[src/rtl/pwm_capture.sv]
// pwm_capture: measures period and high time of an asynchronous PWM input in clock cycles
module pwm_capture #(
  parameter int CNT_WIDTH   = 32,
  parameter int SYNC_STAGES = 2
) (
  input  logic                 clk,
  input  logic                 rst,
  input  logic                 enable,
  input  logic                 pwm_in,
  input  logic [CNT_WIDTH-1:0] timeout_cycles,
  output logic [CNT_WIDTH-1:0] period_cycles,
  output logic [CNT_WIDTH-1:0] high_cycles,
  output logic                 meas_valid,
  output logic                 stalled,
  output logic                 stall_level
);
  typedef enum logic [1:0] {IDLE, ARM, MEAS} state_t;
  state_t                 state_q, state_d;
  logic [SYNC_STAGES-1:0] sync_q, sync_d;
  logic                   s_d_q, s_d_d;
  logic [CNT_WIDTH-1:0]   cnt_q, cnt_d, high_lat_q, high_lat_d;
  logic [CNT_WIDTH-1:0]   period_q, period_d, high_q, high_d;
  logic                   valid_q, valid_d, stalled_q, stalled_d, stall_level_q, stall_level_d;
  logic                   s, rise, fall, timeout;
  logic [CNT_WIDTH-1:0]   cnt_inc;
  assign s       = sync_q[SYNC_STAGES-1];
  assign rise    = s & ~s_d_q;
  assign fall    = ~s & s_d_q;
  assign cnt_inc = &cnt_q ? cnt_q : cnt_q + CNT_WIDTH'(1);
  assign timeout = (timeout_cycles != '0) && (cnt_q >= timeout_cycles);
  always_comb begin
    sync_d        = {sync_q[SYNC_STAGES-2:0], pwm_in};
    s_d_d         = s;
    state_d       = state_q;
    cnt_d         = cnt_q;
    high_lat_d    = high_lat_q;
    period_d      = period_q;
    high_d        = high_q;
    valid_d       = 1'b0;
    stalled_d     = stalled_q;
    stall_level_d = stall_level_q;
    if (!enable) begin
      state_d    = IDLE;
      cnt_d      = '0;
      high_lat_d = '0;
      stalled_d  = 1'b0;
    end else begin
      unique case (state_q)
        IDLE: begin
          state_d = ARM;
          cnt_d   = '0;
        end
        ARM: if (rise) begin
          state_d    = MEAS;
          cnt_d      = CNT_WIDTH'(1);
          high_lat_d = '0;
        end
        MEAS: if (rise) begin
          period_d   = cnt_q;
          high_d     = high_lat_q;
          valid_d    = 1'b1;
          stalled_d  = 1'b0;
          cnt_d      = CNT_WIDTH'(1);
          high_lat_d = '0;
        end else if (timeout) begin
          // no edge for too long: report the stuck level and wait for a fresh arming rise
          state_d       = ARM;
          stalled_d     = 1'b1;
          stall_level_d = s;
          cnt_d         = '0;
        end else begin
          high_lat_d = fall ? cnt_q : high_lat_q;
          cnt_d      = cnt_inc;
        end
        default: state_d = IDLE;
      endcase
    end
  end
  always_ff @(posedge clk or posedge rst) begin
    if (rst) begin
      state_q       <= IDLE;
      sync_q        <= '0;
      s_d_q         <= 1'b0;
      cnt_q         <= '0;
      high_lat_q    <= '0;
      period_q      <= '0;
      high_q        <= '0;
      valid_q       <= 1'b0;
      stalled_q     <= 1'b0;
      stall_level_q <= 1'b0;
    end else begin
      state_q       <= state_d;
      sync_q        <= sync_d;
      s_d_q         <= s_d_d;
      cnt_q         <= cnt_d;
      high_lat_q    <= high_lat_d;
      period_q      <= period_d;
      high_q        <= high_d;
      valid_q       <= valid_d;
      stalled_q     <= stalled_d;
      stall_level_q <= stall_level_d;
    end
  end
  assign period_cycles = period_q;
  assign high_cycles   = high_q;
  assign meas_valid    = valid_q;
  assign stalled       = stalled_q;
  assign stall_level   = stall_level_q;
endmodule

[config.mk]
export PLATFORM = sky130hd
export DESIGN_NAME = pwm_capture
export DESIGN_NICKNAME = d
export VERILOG_FILES = /design/src/rtl/pwm_capture.sv
export SDC_FILE = /design/constraint.sdc
export NUM_CORES = 1
export LEC_CHECK = 0
export ABC_CLOCK_PERIOD_IN_PS = 5600
export BUFFER_PORTS_ARGS = -buffer_cell sky130_fd_sc_hd__buf_2
export CAP_MARGIN = 20
export CORE_AREA = 4 4 116 118
export DETAILED_ROUTE_END_ITERATION = 16
export DIE_AREA = 0 0 120 122
export HOLD_SLACK_MARGIN = 0.05
export PLACE_DENSITY_LB_ADDON = 0.15
export SLEW_MARGIN = 0
export SYNTH_ARGS = -nofsm -noshare
export SYNTH_HDL_FRONTEND = slang
export SYNTH_SLANG_ARGS = --single-unit
export TNS_END_PERCENT = 5
[constraint.sdc]
create_clock -name clk -period 5.6 [get_ports clk]
set_input_delay 0.56 -clock clk [delete_from_list [all_inputs] [get_ports clk]]
set_output_delay 0.56 -clock clk [all_outputs]
set_load 0.005 [all_outputs]
Word-level counts from Yosys, hierarchy flattened
Cells that the tools add are included.

Bits in registers: 136.

$add $sub $neg: 1. $lt $le $gt $ge: 1. Equality and inequality tests: 12. Multiplexer cells: 24. Bitwise logic cells: 5. Reduce and logical (&&, ||, !) cells: 10.

Operators with widths (number): two-way mux 32 bit (10); one-hot mux 32 bit (3 select lines) (1); one-hot mux 32 bit (2 select lines) (1); adder 32 x 1 -> 32 bit, second input constant (1); greater-or-equal comparator 32 bit (1); AND reduction 32 bit (1); nonzero test 32 bit (1); inequality test 3 bit, second input constant (3); AND reduction 3 bit (3); two-way mux 2 bit (4); inequality test 4 bit, second input constant (2); AND reduction 4 bit (2); two-way mux 1 bit (7); inequality test 3 x 1 -> 1 bit, second input constant (2); one-hot mux 2 bit (3 select lines) (1); inequality test 5 bit, second input constant (1); inequality test 4 x 1 -> 1 bit, second input constant (1); inverter 1 bit (3); bitwise AND 1 bit (2); equality test 2 x 1 -> 1 bit, second input constant (1); equality test 2 bit, second input constant (1); logical NOT 2 bit (1); inequality test 2 x 1 -> 1 bit, second input constant (1); AND reduction 2 bit (1); logical AND 1 bit (1).

Depth between registers and ports, before layout
Gate-level depths: netlist of the first run.

Depth in word-level cells: 7. Mapped depth: 11.

Worst setup path after synthesis of the first run
OpenSTA, ideal clock, no wires.

Path type: in2reg. Start: input port timeout_cycles[14]. End: register high_lat_q[24]. Library setup time: 127 ps. Data arrival time: 2641 ps. Data required time: 5473 ps. Slack: 2832 ps. Stages on the path: 10. Path buffers: 1. Path through: inv_1 ha_1 and4_1 o211ai_1 or4_4 a31oi_4 nor2_4 o21ai_4 buf_6 mux2_1.

Word-level cells in the longest chain between the ends: 4. Elaborated cells between the ends (all ways): 5. Classes of those cells: order compare (1); eq/ne (1); reduce/logical (3).

Ends and longest elaborated chain: start: declaration (RTL line 10) `input logic [CNT_WIDTH-1:0] timeout_cycles,`; greater-or-equal comparator 32 bit or nonzero test 32 bit (tied branches) (RTL line 30) `assign timeout = (timeout_cycles != '0) && (cnt_q >= timeout_cycles);`; logical AND 1 bit * (RTL line 30); inequality test 4 bit (no line) *; AND reduction 4 bit (no line) *; end signal: assignment (RTL line 96) `high_lat_q <= high_lat_d;`; end: declaration (RTL line 21) `logic [CNT_WIDTH-1:0] cnt_q, cnt_d, high_lat_q, high_lat_d;`.

Every way passes the cells marked *; elsewhere a longest branch is shown, timed or not. A chain may end at the register's enable or synchronous reset.

Worst setup path after layout of the first run
Start: register cnt_q[30]. End: register high_lat_q[1].

Word-level cells in the longest chain between the ends: 4.

Ends and longest elaborated chain: start: declaration (RTL line 21); start signal: assignment (RTL line 95) `cnt_q <= cnt_d;`; greater-or-equal comparator 32 bit (RTL line 30); logical AND 1 bit (RTL line 30); inequality test 4 bit (no line); AND reduction 4 bit (no line).

No other way between the ends.

==> results.sh, run 1 <==
export IMPL_run_status="completed"
export IMPL_detailedRoute_firstPassIterationCount=5
export IMPL_grt_overflow_total=0
export IMPL_cp_arrival_ns=3.85
export IMPL_timing_hold_worst_start="pwm_in"
export IMPL_count_of_endpoints_failing_setup_in_the_final_report=0
export IMPL_die_w_microns=120
export IMPL_via_count_of_the_first_global_routing_pass=5422
export IMPL_routed_wl_microns=16630
export IMPL_globalplace_congestion=0.8473
export IMPL_worst_r2r_path_depth=8
export IMPL_slew_headroom_pct=37.79
export IMPL_grt_antenna_before_repair=0
export IMPL_fmaxAchievable_mhz=281.3
export IMPL_crit_required_ns=5.90
export IMPL_timing_critical_path_cells="ha_1, nand4_1, nor4_1, o21ai_0, a31oi_4, nor2_4, o21ai_4, mux2_2"
export IMPL_netlist_area_sq_um=6983
export IMPL_cts_buffers_inserted=17
export IMPL_worst_r2r_startpoint="cnt_q[30]"
export IMPL_detail_route_drc_violations=0
export IMPL_grt_start_max_net_pins=85
export IMPL_drive_gt1_share_pct=32.01
export IMPL_critical_path_slowest_cell="sky130_fd_sc_hd__o21ai_4"
export IMPL_post_cts_sizing=0
export IMPL_floorplan_initialDensity_pct=56.02
export IMPL_place_detailed_hpwl_microns=11750
export IMPL_n_antenna_cell=0
export IMPL_rsz0062_at_grt="no"
export IMPL_finish_instance_area_sq_um=8200
export IMPL_cts_max_path_buffers=2
export IMPL_fin_worst_hold_slack_ns=0.2453
export IMPL_synth_net_count=720
export IMPL_min_to="sync_q[0]"
export IMPL_dpl_cell_area_sq_um=7585
export IMPL_clk_latency_ns=0.42
export IMPL_max_cap_violations=0
export IMPL_area_growth_pct=17.43
export IMPL_postSynthCellCount=647
export IMPL_final_net_count=813
export IMPL_final_min_period_over_clock_period_pct=63.48
export IMPL_worst_clock_skew_ns=0.01034
export IMPL_vdd_ir_drop_worst_uv=222.8
export IMPL_chipHeight_microns=122
export IMPL_synth_warning_count=0
export IMPL_totalNegativeSetupSlack_ns=0
export IMPL_post_cts_setup_buffer_count=0
export IMPL_wire_length_of_the_first_global_routing_pass_microns=27320
export IMPL_port_buffers=102
export IMPL_coreArea_sq_um=12470
export IMPL_critical_path_start_type="register"
export IMPL_mostFrequentLayoutCells="sky130_fd_sc_hd__dfrtp_1, sky130_fd_sc_hd__buf_2, sky130_fd_sc_hd__mux2_2, sky130_fd_sc_hd__a31oi_1, sky130_fd_sc_hd__nand2_1"
export IMPL_route_detailed_wl_per_inst_microns=17.98
export IMPL_grt_use_total_pct=23.63
export IMPL_route_vias_total=5610
export IMPL_path_clk_slew_ns=0.06
export IMPL_synth_cell_type_count=54
export IMPL_ys_seq_elements=136
export IMPL_final_antenna_net_count=0
export IMPL_h_tree_depth=4
export IMPL_final_max_slew_viol_count=0
export IMPL_power_density_nw_per_um2=289.9
export IMPL_layout_min_cycle_time_ns=3.555
export IMPL_clock_root_buffer="sky130_fd_sc_hd__clkbuf_16"
export IMPL_synth_seq_area_share_pct=48.74
export IMPL_timing_hold_violations_final=0
export IMPL_numClockSinks=136
export IMPL_synthesis_area_per_instance_sq_um=10.79
export IMPL_detailedRoute_firstIterationViolations=532
export IMPL_mostFrequentLayoutCell="sky130_fd_sc_hd__dfrtp_1"
export IMPL_fp_dieArea_sq_um=14640
export IMPL_dp_cells=891
export IMPL_setup_reg_to_reg_worst_slack_ns=2.05
export IMPL_tritoncts="built"
export IMPL_post_drt_via_cell_ratio=6.065
export IMPL_finish_cell_count_without_fillers=925
export IMPL_hold_class="in -> reg"
export IMPL_p_leak_nw=4.190
export IMPL_synth_async_reset_ratio_pct=100.0
export IMPL_timing_rr_end="high_lat_q[1]"
export IMPL_num_rows=41
export IMPL_critical_path_peak_fanout=35
export IMPL_worst_slew_pin_slew_ns=0.9331
export IMPL_synth_enable_flop_cells=0
export IMPL_synth_ff_type="sky130_fd_sc_hd__dfrtp_1"
export IMPL_io_pin_count=103
export IMPL_criticalPathCategory="reg -> reg"
export IMPL_cp_slowest_stage_delay_ns=0.73
export IMPL_cts_hold_fix_buffers=0
export IMPL_end_kind="register"
export IMPL_timing_hold_worst_path_depth=1
-- critical path, delay by kind of cell (launching register included) --
kind / cells / cell delay [ns]
AO/OA/AOI/OAI: 3 / 1.32
flip-flops: 1 / 0.49
adder cells (fa/ha/maj): 1 / 0.37
AND/OR/NAND/NOR: 3 / 0.82
multiplexers: 1 / 0.41
-- per-stage QoR --
step	utilization (%)	power [W]	setup WS, ns
after CTS	65.34	0.002378	1.959
final	65.78	0.002377	2.045
after floorplan	-	0.001254	1.401
after detailed placement	60.85	0.001328	1.824
after global routing	65.78	0.002472	1.822
after global placement	60.85	0.001318	1.899
-- worst max-delay path by stage --
stage / start / endpoint / slack (ns) / cells after the start
2_1_floorplan: rst / cnt_q[0] / 1.40 / 1
3_3_place_gp: timeout_cycles[27] / high_lat_q[25] / 1.90 / 10
3_5_place_dp: timeout_cycles[30] / high_lat_q[1] / 1.82 / 10
4_1_cts: cnt_q[27] / high_lat_q[1] / 1.96 / 8
5_1_grt: cnt_q[27] / high_lat_q[1] / 1.82 / 8
6_report: cnt_q[30] / high_lat_q[1] / 2.05 / 8
-- routing by layer --
| layer | part of all wire (%) | up-vias | track usage (%) |
|---|---|---|---|
| li1 | - | 2601 | - |
| met1 | 44 | 2745 | 32.86 |
| met2 | 46 | 225 | 36.04 |
| met3 | 6.6 | 39 | 4.828 |
| met4 | 3.1 | 0 | 10.59 |
| met5 | 0 | - | 0 |
-- where the power goes --
part | leakage, nW | total [W] | switching, W | internal [W]
sequential | 1.89 | 0.00101 | 0.0000131 | 0.000995
combinational | 2.03 | 0.000318 | 0.000224 | 0.0000933
clock | 0.273 | 0.00105 | 0.000419 | 0.000632
-- registers in the layout (all words and copies together), names as in the netlist --
register	flops
high_lat_q	32
state_q	2
meas_valid	1
high_cycles	32
period_cycles	32
sync_q	2
stall_level	1
s_d_q	1
stalled	1
cnt_q	32
-- layout make-up --
class / instances / area, sq um
fillers: 992 / 4265
flip-flops and latches: 136 / 3403
multi-input cells: 433 / 3256
repair buffers: 108 / 595.6
clock buffers: 21 / 460.4
well taps: 172 / 215.2
inverters: 44 / 170.2
clock inverters: 11 / 100.1
-- synth_stat cells, types with 2 or more instances --
cell                          n  area share, %
sky130_fd_sc_hd__mux2_2      62             10
sky130_fd_sc_hd__a21oi_1     15            1.1
sky130_fd_sc_hd__nor3_1       8           0.57
sky130_fd_sc_hd__inv_1       44            2.4
sky130_fd_sc_hd__nand4_1     39            3.5
sky130_fd_sc_hd__nor2_4       2           0.32
sky130_fd_sc_hd__nor4_1      11           0.99
sky130_fd_sc_hd__nand2_1     44            2.4
sky130_fd_sc_hd__and4_1       3           0.38
sky130_fd_sc_hd__nor2_1      23            1.2
sky130_fd_sc_hd__o21ai_0     27            1.9
sky130_fd_sc_hd__and3_1       8           0.72
sky130_fd_sc_hd__o21a_1       2           0.21
sky130_fd_sc_hd__a21bo_2     28            4.0
sky130_fd_sc_hd__nand3_1     28            2.0
sky130_fd_sc_hd__a31oi_1     53            4.7
sky130_fd_sc_hd__buf_2        5           0.36
sky130_fd_sc_hd__o211ai_1     2           0.21
sky130_fd_sc_hd__ha_1        37            6.6
sky130_fd_sc_hd__clkbuf_1    19            1.0
sky130_fd_sc_hd__buf_4        8           0.86
sky130_fd_sc_hd__or4_1        2           0.21
sky130_fd_sc_hd__o2111ai_1    2           0.25
sky130_fd_sc_hd__nand2b_1     9           0.81
sky130_fd_sc_hd__dfrtp_1    136             49
sky130_fd_sc_hd__nor2b_1      2           0.18
-- kinds of logic (layout without fill, tap and decap cells) --
| family | count (synthesis) | after routing | share of synthesized area [%] |
|---|---|---|---|
| compound gates | 142 | 142 | 14.39 |
| fa+ha+maj | 37 | 37 | 6.630 |
| flops | 136 | 136 | 48.74 |
| mux | 64 | 64 | 10.30 |
| buf+inv | 78 | 184 | 4.820 |
| simple gates | 190 | 190 | 15.12 |
Power figures use the tool's default switching activity.
==> run 2: changes to the inputs <==
--- a/config.mk
+++ b/config.mk
@@ -5,12 +5,12 @@
 export SDC_FILE = /design/constraint.sdc
 export NUM_CORES = 1
 export LEC_CHECK = 0
-export ABC_CLOCK_PERIOD_IN_PS = 5600
+export ABC_CLOCK_PERIOD_IN_PS = 3000
 export BUFFER_PORTS_ARGS = -buffer_cell sky130_fd_sc_hd__buf_2
 export CAP_MARGIN = 20
-export CORE_AREA = 4 4 116 118
+export CORE_AREA = 4 4 121 123
 export DETAILED_ROUTE_END_ITERATION = 16
-export DIE_AREA = 0 0 120 122
+export DIE_AREA = 0 0 125 127
 export HOLD_SLACK_MARGIN = 0.05
 export PLACE_DENSITY_LB_ADDON = 0.15
 export SLEW_MARGIN = 0
==> constraint.sdc (replaced) <==
create_clock -name clk -period 3 [get_ports clk]
set_input_delay 0.3 -clock clk [delete_from_list [all_inputs] [get_ports clk]]
set_output_delay 0.3 -clock clk [all_outputs]
set_load 0.005 [all_outputs]
==> run 2 against run 1 <==
Die area is 8.4% higher. Via count grew 2.7%. Power is 95% higher. Cell area is 5.4% higher. Non-clock buffer count rose by 47. Critical path type unchanged. Critical endpoint is now cnt_q[0]. Highest routed layer unchanged.
==> results.sh, run 2 (same netlist as run 1, synthesis figures left out) <==
export IMPL_p_leak_nw=4.451
export IMPL_num_rows=43
export IMPL_layout_min_cycle_time_ns=2.878
export IMPL_hold_class="in -> reg"
export IMPL_final_max_slew_viol_count=0
export IMPL_route_detailed_wl_per_inst_microns=19.04
export IMPL_cts_max_path_buffers=2
export IMPL_mostFrequentLayoutCells="sky130_fd_sc_hd__dfrtp_1, sky130_fd_sc_hd__buf_2, sky130_fd_sc_hd__mux2_2, sky130_fd_sc_hd__a31oi_1, sky130_fd_sc_hd__buf_4"
export IMPL_routed_wl_microns=18680
export IMPL_critical_path_peak_fanout=14
export IMPL_cp_slowest_stage_delay_ns=0.42
export IMPL_chipHeight_microns=127
export IMPL_criticalPathCategory="reg -> reg"
export IMPL_die_w_microns=125
export IMPL_count_of_endpoints_failing_setup_in_the_final_report=0
export IMPL_tritoncts="built"
export IMPL_max_cap_violations=0
export IMPL_grt_start_max_net_pins=71
export IMPL_coreArea_sq_um=13670
export IMPL_dp_cells=945
export IMPL_path_clk_slew_ns=0.06
export IMPL_detailedRoute_firstIterationViolations=499
export IMPL_timing_critical_path_cells="ha_1, nand4_1, nor4_1, o21ai_1, buf_4, a31oi_4, nor4b_4, buf_4, nor2_4, mux2i_1"
export IMPL_detail_route_drc_violations=0
export IMPL_crit_path_frequent_cell="sky130_fd_sc_hd__buf_4"
export IMPL_globalplace_congestion=0.8945
export IMPL_wire_length_of_the_first_global_routing_pass_microns=30260
export IMPL_detailedRoute_firstPassIterationCount=5
export IMPL_port_buffers=102
export IMPL_worst_clock_skew_ns=0.007387
export IMPL_floorplan_initialDensity_pct=51.10
export IMPL_slew_headroom_pct=43.42
export IMPL_area_growth_pct=23.76
export IMPL_critical_path_slowest_cell="sky130_fd_sc_hd__dfrtp_1"
export IMPL_rsz0062_at_grt="no"
export IMPL_filler_cell_count=1148
export IMPL_totalNegativeSetupSlack_ns=0
export IMPL_run_status="completed"
export IMPL_grt_antenna_before_repair=0
export IMPL_route_vias_total=5762
export IMPL_power_density_nw_per_um2=535.8
export IMPL_grt_use_total_pct=23.88
export IMPL_numClockSinks=136
export IMPL_final_min_period_over_clock_period_pct=95.92
export IMPL_post_drt_via_cell_ratio=5.874
export IMPL_fmaxAchievable_mhz=347.5
export IMPL_cts_buffers_inserted=17
export IMPL_clk_latency_ns=0.43
export IMPL_clock_root_buffer="sky130_fd_sc_hd__clkbuf_16"
export IMPL_grt_overflow_total=0
export IMPL_io_pin_count=103
export IMPL_end_kind="register"
export IMPL_crit_required_ns=3.35
export IMPL_n_antenna_cell=0
export IMPL_via_count_of_the_first_global_routing_pass=5766
export IMPL_fp_dieArea_sq_um=15880
export IMPL_vdd_ir_drop_worst_uv=265.3
export IMPL_fin_worst_hold_slack_ns=0.2525
export IMPL_final_antenna_net_count=0
export IMPL_finish_cell_count_without_fillers=981
export IMPL_critical_path_start_type="register"
export IMPL_setup_ws_ns=0.1224
export IMPL_final_core_util_pct=63.24
export IMPL_final_net_count=861
export IMPL_cp_arrival_ns=3.22
export IMPL_place_detailed_hpwl_microns=13470
export IMPL_drive_gt1_share_pct=36.58
export IMPL_mostFrequentLayoutCell="sky130_fd_sc_hd__dfrtp_1"
export IMPL_detailedPlace_worstSlack_ns=-0.1229
export IMPL_h_tree_depth=4
export IMPL_timing_hold_violations_final=0
export IMPL_worst_slew_pin_slew_ns=0.8487
==> run 2: cell count changes in the layout (fill, tap and decap cells not counted), moves of 3 or more <==
cell	before	now
sky130_fd_sc_hd__inv_8	0	3
sky130_fd_sc_hd__buf_12	0	3
sky130_fd_sc_hd__buf_4	4	46
sky130_fd_sc_hd__clkinv_2	4	1
sky130_fd_sc_hd__clkinvlp_4	2	5
==> run 2: final timing paths <==
| check | cells after the start | to | slack (ns) | startpoint |
|---|---|---|---|---|
| max in group asynchronous | 4 | cnt_q[23] | 1.74 | rst |
| setup reg to reg | 10 | cnt_q[0] | 0.12 | cnt_q[25] |
| min in group asynchronous | 3 | high_lat_q[3] | 0.54 | rst |
| hold / removal | 2 | stalled | 0.25 | enable |
| hold reg to reg | 0 | sync_q[1] | 0.35 | sync_q[0] |
| setup / recovery | 10 | cnt_q[0] | 0.12 | cnt_q[25] |
==> run 2: power breakdown <==
part	internal [W]	switching (W)	leakage (nW)
clock	0.00124	0.000863	0.281
combinational	0.000197	0.000445	2.28
sequential	0.00186	0.0000271	1.89
total	0.00329	0.00134	4.45
==> run 2: area by class of cell <==
type                    instances  area, sq um  area share, %
clock inverters                15        172.7          1.998
repair buffers                155        958.4          11.09
well taps                     180        225.2          2.606
clock buffers                  17        425.4          4.923
flip-flops and latches        136         3403          39.38
inverters                      44        168.9          1.955
multi-input cells             434         3288          38.05
==> run 2: per-stage QoR <==
step                      area [sq um]  power, W
after global placement            7976  0.002499
after floorplan                   6987  0.002341
after global routing              8642  0.004809
final                             8642  0.004630
after CTS                         8613  0.004638
after detailed placement          7976  0.002521
==> run 2: critical path: cells and delay by family (launching register included) <==
kind            cells  cell delay [ns]
simple gates        4             0.99
compound gates      2             0.44
flops               1             0.42
buf+inv             2             0.37
fa+ha+maj           1             0.33
mux                 1             0.24
==> run 2: timing repair <==
action | CTS | global route
hold buffers | 2 | 0
hold endpoints to repair | 30 | 0
resized for setup | 3 | 6
pin swaps | 1 | 3
setup endpoints to repair | 7 | 24
gates cloned | 1 | 0
buffers inserted | 0 | 1
==> run 2: metal layers <==
layer,wire length (microns),track usage (%)
met4,397,8.355
met2,8651,38.12
met5,0,0
met1,8350,32.59
met3,1277,5.184
